[src/rtl/imm_gen_pipe.sv]
// rtl/imm_gen_pipe.sv - registered, handshaked RV immediate generator with a two-entry skid buffer
module imm_gen_pipe #(
    parameter int DATA_WIDTH = 32
) (
    input  logic                  clk,
    input  logic                  rst_n,
    input  logic                  in_valid,
    output logic                  in_ready,
    input  logic [31:0]           instr,
    input  logic [2:0]            ImmSrc,
    input  logic                  flush,
    output logic                  out_valid,
    input  logic                  out_ready,
    output logic [DATA_WIDTH-1:0] ImmOp,
    output logic                  ImmIllegal
);

    typedef enum logic [1:0] {EMPTY, ONE, TWO} state_e;

    state_e                state_q, state_d;
    logic [DATA_WIDTH:0]   r0_q, r0_d;
    logic [DATA_WIDTH:0]   r1_q, r1_d;
    logic                  in_ready_q;

    logic [31:0]           imm32;
    logic                  illegal;
    logic [DATA_WIDTH:0]   entry;
    logic                  push;
    logic                  pop;
    logic                  unused_opcode;

    assign unused_opcode = ^instr[6:0];

    // Every format is built as a 32-bit value whose bit 31 carries the sign;
    // Z mode and illegal selects have bit 31 clear, so one sign extension covers all.
    always_comb begin
        imm32   = '0;
        illegal = 1'b0;
        case (ImmSrc)
            3'b000:  imm32 = {{20{instr[31]}}, instr[31:20]};
            3'b001:  imm32 = {{20{instr[31]}}, instr[31:25], instr[11:7]};
            3'b010:  imm32 = {{19{instr[31]}}, instr[31], instr[7], instr[30:25], instr[11:8], 1'b0};
            3'b011:  imm32 = {instr[31:12], 12'b0};
            3'b100:  imm32 = {{11{instr[31]}}, instr[31], instr[19:12], instr[20], instr[30:21], 1'b0};
            3'b101:  imm32 = {27'b0, instr[19:15]};
            default: illegal = 1'b1;
        endcase
    end

    assign entry = {illegal, DATA_WIDTH'($signed(imm32))};

    assign out_valid  = (state_q != EMPTY);
    assign in_ready   = in_ready_q;
    assign ImmOp      = r0_q[DATA_WIDTH-1:0];
    assign ImmIllegal = r0_q[DATA_WIDTH];

    assign push = in_valid && in_ready_q;
    assign pop  = out_valid && out_ready;

    always_comb begin
        state_d = state_q;
        r0_d    = r0_q;
        r1_d    = r1_q;
        case (state_q)
            EMPTY: begin
                if (push) begin
                    state_d = ONE;
                    r0_d    = entry;
                end
            end
            ONE: begin
                if (push && pop) begin
                    r0_d = entry;
                end else if (push) begin
                    state_d = TWO;
                    r1_d    = entry;
                end else if (pop) begin
                    state_d = EMPTY;
                end
            end
            TWO: begin
                if (pop) begin
                    state_d = ONE;
                    r0_d    = r1_q;
                end
            end
            default: state_d = EMPTY;
        endcase
        if (flush) begin
            state_d = EMPTY;
        end
    end

    // in_ready is registered from the next state so out_ready never reaches it combinationally
    always_ff @(posedge clk or negedge rst_n) begin
        if (!rst_n) begin
            state_q    <= EMPTY;
            r0_q       <= '0;
            r1_q       <= '0;
            in_ready_q <= 1'b1;
        end else begin
            state_q    <= state_d;
            r0_q       <= r0_d;
            r1_q       <= r1_d;
            in_ready_q <= (state_d != TWO);
        end
    end

endmodule

[config.mk]
export PLATFORM = sky130hd
export DESIGN_NAME = imm_gen_pipe
export DESIGN_NICKNAME = d
export VERILOG_FILES = /design/src/rtl/imm_gen_pipe.sv
export SDC_FILE = /design/constraint.sdc
export NUM_CORES = 1
export LEC_CHECK = 0
export ABC_AREA = 0
export BUFFER_PORTS_ARGS = -buffer_cell sky130_fd_sc_hd__buf_2
export CAP_MARGIN = 15
export CORE_UTILIZATION = 45
export DETAILED_ROUTE_END_ITERATION = 8
export PLACE_DENSITY_LB_ADDON = 0.3
export SKIP_CTS_REPAIR_TIMING = 1
export SKIP_LAST_GASP = 1
export SLEW_MARGIN = 5
export SYNTH_ARGS = -nofsm -noshare
export SYNTH_HDL_FRONTEND = slang
export SYNTH_SLANG_ARGS = --single-unit
[constraint.sdc]
create_clock -name clk -period 2 [get_ports clk]
set_clock_uncertainty 0.15 [all_clocks]
set_input_delay 0.4 -clock clk [delete_from_list [all_inputs] [get_ports clk]]
set_output_delay 0.4 -clock clk [all_outputs]
set_load 0.1 [all_outputs]
### Word-level counts from Yosys, hierarchy flattened

Index checks and enable logic that the tools add are counted.

* equality and inequality tests: 11
* multiplexer cells: 13
* bitwise gates (word level): 1
* reductions and logical operators: 10

Operator list (count)
* $pmux 32 s6: 1
* $mux 33: 3
* $pmux 33 s3: 1
* $mux 2: 6
* $ne 2x2->1 const B: 4
* $eq 3x2->1 const B: 2
* $eq 3x3->1 const B: 2
* $pmux 2 s3: 1
* $reduce_or 6->1: 1
* $reduce_and 4->1: 1
* $eq 3x1->1 const B: 1
* $logic_and 1x1->1: 3
* $logic_not 3->1: 1
* $reduce_and 3->1: 1
* $reduce_bool 3->1: 1
* $eq 2x1->1 const B: 1
* $eq 2x2->1 const B: 1
* $logic_not 2->1: 1
* $reduce_bool 2->1: 1
* $mux 1: 1
* $not 1->1: 1

* register bits: 69
* input port bits: 40
* output and inout bits: 35

### Logic depth before layout (Yosys ltp)

* depth after elaboration: 8
* mapped depth: 7
* mapped depth without buffers: 4

### Worst setup path after synthesis

No wires, ideal clock.

* kind: reg-to-reg
* start point: reg in_ready_q (netlist: in_ready)
* end point: reg r1_q[19]
* arrival time: 1.790 ns
* data required time: 1.731 ns
* path slack: -0.058 ns
* cell stages (with the launch flop): 6
* buffers on the path: 1
* clock period less this slack: 2.058 ns
* cell sequence: dfstp_2 -> nand2_1 -> nor3_4 -> buf_4 -> o211ai_1 -> o21a_1

* longest elaborated chain between the ends: 4

RTL lines
* from (decl): line 23 `logic in_ready_q;`
* from (signal assigned): line 105 `in_ready_q <= (state_d != TWO);`
* $logic_and 1x1->1 (*): line 57 `assign push = in_valid && in_ready_q;`
* $logic_and 1x1->1: line 72 `if (push && pop) begin`
* $not 1->1 (no source line)
* $reduce_and 3->1 (no source line) (*)
* to (signal assigned): line 104 `r1_q <= r1_d;`
* to (decl): line 22 `logic [DATA_WIDTH:0] r1_q, r1_d;`

Mark *: on every way between the ends. The rest lies on a longest branch, timed or not.
A chain may end at the register's enable or synchronous reset.

### Worst setup path after layout

* start point: reg in_ready_q (netlist: in_ready)
* end point: out in_ready

RTL lines
* to (decl): line 8 `output logic in_ready,`

No word-level cell between the ends.

==> summary by stage <==
Run status
The flow ran to the end, and the final reports show no timing, DRC or antenna violations.

Critical path
The kind of end point of the critical path is an output port. The largest individual stage delay along the critical path comes from the cell sky130_fd_sc_hd__dfstp_4. Across all register-to-register paths, the minimum setup slack is between 0.2 and 0.25 ns.

The buffers plus inverters on the worst setup path is 1. The beginning of the worst register-to-register path is in_ready$_DFF_PN1_. The depth of the worst register-to-register path is 5. The worst setup path is launched from a flip-flop.

By startpoint and endpoint, the worst setup path is classified as flip-flop to output port. The longest individual stage delay on the worst path is around 0.63 ns. For the worst setup path, the data arrival time is roughly 1.4 ns. The kind of cell with the highest combined delay along the critical path is flip-flops. Along the worst path, the maximum fanout reaches 4.

Walking the worst path, the cells encountered are buf_2. In this run the critical register-to-register path is captured at r0_q[1]$_DFFE_PN0P_. The critical path required time is between 1 and 1.5 ns.

Power
Power spread over the standard cell area amounts to 1100 nW/um^2. The peak supply drop is between 0.6 and 0.7 mV. Summing internal, switching and leakage power gives ~4.8 mW. The static leakage is 2.01 nW.

Final layout
The area overhead of the layout relative to synthesis is 19.1%. At the end of the flow, the number of nets in the layout was just under 500. The repair_antennas step left the layout with diodes totalling 0. The filler cell count is around 740. The share of final-layout standard cells stronger than drive strength 1 is between 30% and 40%. The multi-input combinational cells in the finished layout cover a total of 1750 sq um. Across the whole layout, storage elements account for between 1500 and 2000 sq um. The post-route cell area is roughly 4400 sq um.

Min path
For hold timing, the worst endpoint is state_q[0]$_DFF_PN0_. In this run the most critical hold path is launched from flush. The worst hold path passes through 2 cells.

In this run the worst hold path is classified as input port to flip-flop.

Timing
The smallest clock period supported by the final layout is computed as between 1.5 and 2 ns. Timing would allow up to approximately 510 MHz. The max-slew violation count is 0.

The post-route clock period utilization is a little over nine tenths. Setup repair after global routing left no endpoint under its margin. Setup total negative slack on the finished layout was measured at 0 ns. The worst hold-check slack is between 0.05 and 0.06 ns. For the pin with the worst max-slew slack, the measured transition is approximately 0.6 ns. The number of setup violations in the final report is 0. The worst-case headroom to the max-slew limit is between 60 and 70%. The final number of hold-violating endpoints is 0. The worst setup slack after layout is roughly 0.04 ns.

Logic synthesis
The number of instances in the synthesized netlist is 381. The number of distinct library cell variants in the gate-level netlist after synthesis is 52. Counting flops with a built-in enable in the synthesized netlist gives 0. The register bit count reported by yosys is 69. The sequential area share after synthesis is between 40% and 50%. Yosys instantiated no cell more often than sky130_fd_sc_hd__dfrtp_1. Ranked by instance count, the synthesized netlist is headed by 68 x sky130_fd_sc_hd__dfrtp_1, 58 x sky130_fd_sc_hd__a21oi_1, 37 x sky130_fd_sc_hd__nand2_1. Averaged over all synthesized cells, the footprint is just under 10 sq um. The leading area contributor after synthesis is sky130_fd_sc_hd__dfrtp_1. The Yosys step of the flow raised 0 warnings. The most used flip-flop cell after synthesis is sky130_fd_sc_hd__dfrtp_1. The number of nets in the synthesized netlist is ~420. After synthesis the cells add up to ~3700 sq um.

Of all flip-flops after synthesis, the portion carrying an async set or reset was 100%. The area share of the leading cell type in the synthesized netlist is a little under half. After synthesis, the cell types taking the most area are sky130_fd_sc_hd__dfrtp_1 46%, sky130_fd_sc_hd__a21oi_1 7.8%, sky130_fd_sc_hd__nand2_1 3.8%, sky130_fd_sc_hd__nor2_1 3.3%, sky130_fd_sc_hd__a21oi_2 2.4%.

Detailed routing
The detailed router finished its first iteration with roughly 170 violations. After detailed routing, the number of remaining DRC violations is 0. After detailed routing, the average wire length per cell comes to 15.6 microns. For this block, the routed nets add up to ~8600 microns of wire.

Before antenna repair, the detailed router went through 5 iterations. The post-detailed-route count of antenna-violating nets is 0. Dividing the detail-routed via count by the number of cells gives between 5 and 6.

Across all layers, the routed design uses a little over 3000 vias.

Placed design
The congestion estimate from routability-driven global placement came to about 0.86. Once placement finished, the instance area stood at around 4200 sq um. Port buffering added 67 buffers. The detailed placer's ending HPWL is between 6000 and 7000 microns. At the placement stage, the worst setup path has a slack of 0.0841 ns.

Flow run
Across the run, the number of max-cap violations was 0.

CTS
The insertion delay to the later sink of the worst-skew pair is ~0.36 ns. The buffer depth of the longest clock path is 2. TritonCTS built the clock tree.

The clock net in this run drives a total of approximately 70 sinks. After clock tree synthesis, the clock-pin slew on the worst setup and hold paths is roughly 0.080 ns. The H-tree generated during clock tree synthesis spans 3 levels.

The CTS buffer count is 9. The cell chosen for the clock root is sky130_fd_sc_hd__clkbuf_8.

Die
The width of the die is between 90 and 100 microns. The number of core rows is 32. The I/O pin count is 75. The die covers approximately 8600 sq um. The placeable core region is around 8000 sq um. The starting utilization of the core area is approximately 47%. The die is 92.7 microns tall.

GRT
The aggregate global routing overflow is 0. The global-route wire length before repair is 14400 microns. The number of global-route vias before repair is a little under 3000. The initial antenna violation count is 0.

Entering global routing, the biggest net connects 40 pins. The overall global routing resource usage is 21.8%.
stage by stage:
stage | util [%] | instances
2_1_floorplan | - | 381
3_3_place_gp | 53.1 | 536
3_5_place_dp | 53.1 | 536
4_1_cts | 56.0 | 552
5_1_grt | 56.2 | 553
6_report | 56.2 | 553
sequential cells by signal, indices dropped and copies added, names as in the netlist:
name / cells
state_q: 2
r0_q: 33
r1_q: 33
in_ready: 1
placed cells by master (no fill, tap or decap), types with 5 or more instances in the layout:
cell                       synthesis  final
sky130_fd_sc_hd__buf_4             8     14
sky130_fd_sc_hd__o21a_1            8      8
sky130_fd_sc_hd__o21ai_0          13     13
sky130_fd_sc_hd__a31oi_1           9      9
sky130_fd_sc_hd__a211oi_1          5      5
sky130_fd_sc_hd__o211ai_1         11     11
sky130_fd_sc_hd__buf_12            0      6
sky130_fd_sc_hd__o211a_1           5      5
sky130_fd_sc_hd__nand2_1          37     37
sky130_fd_sc_hd__a21o_1            6      6
sky130_fd_sc_hd__nand2b_1         13     13
sky130_fd_sc_hd__a21oi_1          58     58
sky130_fd_sc_hd__a21oi_2          10     10
sky130_fd_sc_hd__buf_2            12     66
sky130_fd_sc_hd__clkbuf_8          0      9
sky130_fd_sc_hd__nor2_1           33     33
sky130_fd_sc_hd__dfrtp_1          68     67
sky130_fd_sc_hd__o21ai_2          10     10
sky130_fd_sc_hd__o21ai_1          13     13
cell families (layout without fill, tap and decap cells):
logic type      Yosys count  after routing  synth area share, %
buf+inv                  35            105                 6.02
fa+ha+maj                 1              1                0.304
mux                       6              6                 2.10
simple gates            108            108                 15.5
compound gates          162            162                 29.4
flops                    69             69                 46.7
per-layer routing:
| layer | wire (microns) | up-vias | global-route usage, % | share of wire, % |
|---|---|---|---|---|
| met2 | 4060 | 97 | 33.7 | 47 |
| met3 | 471 | 17 | 3.69 | 5.5 |
| li1 | - | 1493 | - | - |
| met5 | 0 | - | 0 | 0 |
| met1 | 3910 | 1484 | 30.2 | 45 |
| met4 | 160 | 0 | 9.36 | 1.9 |
power by group:
part           internal [mW]  leakage, nW  total [mW]  switching [mW]
Combinational          0.409         1.05        1.72            1.31
Clock                  0.705       0.0981        1.28           0.575
Sequential              1.69        0.853        1.85           0.155
layout make-up:
| type | count | area share [%] |
|---|---|---|
| Clock buffer | 9 | 2.81 |
| Inverter | 2 | 0.170 |
| Timing Repair Buffer | 87 | 12.8 |
| Clock inverter | 7 | 2.24 |
| Tap cell | 102 | 2.90 |
| Sequential cell | 69 | 39.3 |
| Multi-Input combinational cell | 277 | 39.7 |
worst max-delay path by stage:
stage | depth (start not counted) | to | from
after floorplan | 5 | r1_q[19]$_DFFE_PN0P_ | in_ready$_DFF_PN1_
after global placement | 5 | r0_q[18]$_DFFE_PN0P_ | ImmSrc[1]
after detailed placement | 6 | r0_q[3]$_DFFE_PN0P_ | ImmSrc[0]
after CTS | 2 | out_valid | state_q[1]$_DFF_PN0_
after global routing | 1 | in_ready | in_ready$_DFF_PN1_
final | 1 | in_ready | in_ready$_DFF_PN1_
Power figures use the tool's default switching activity.
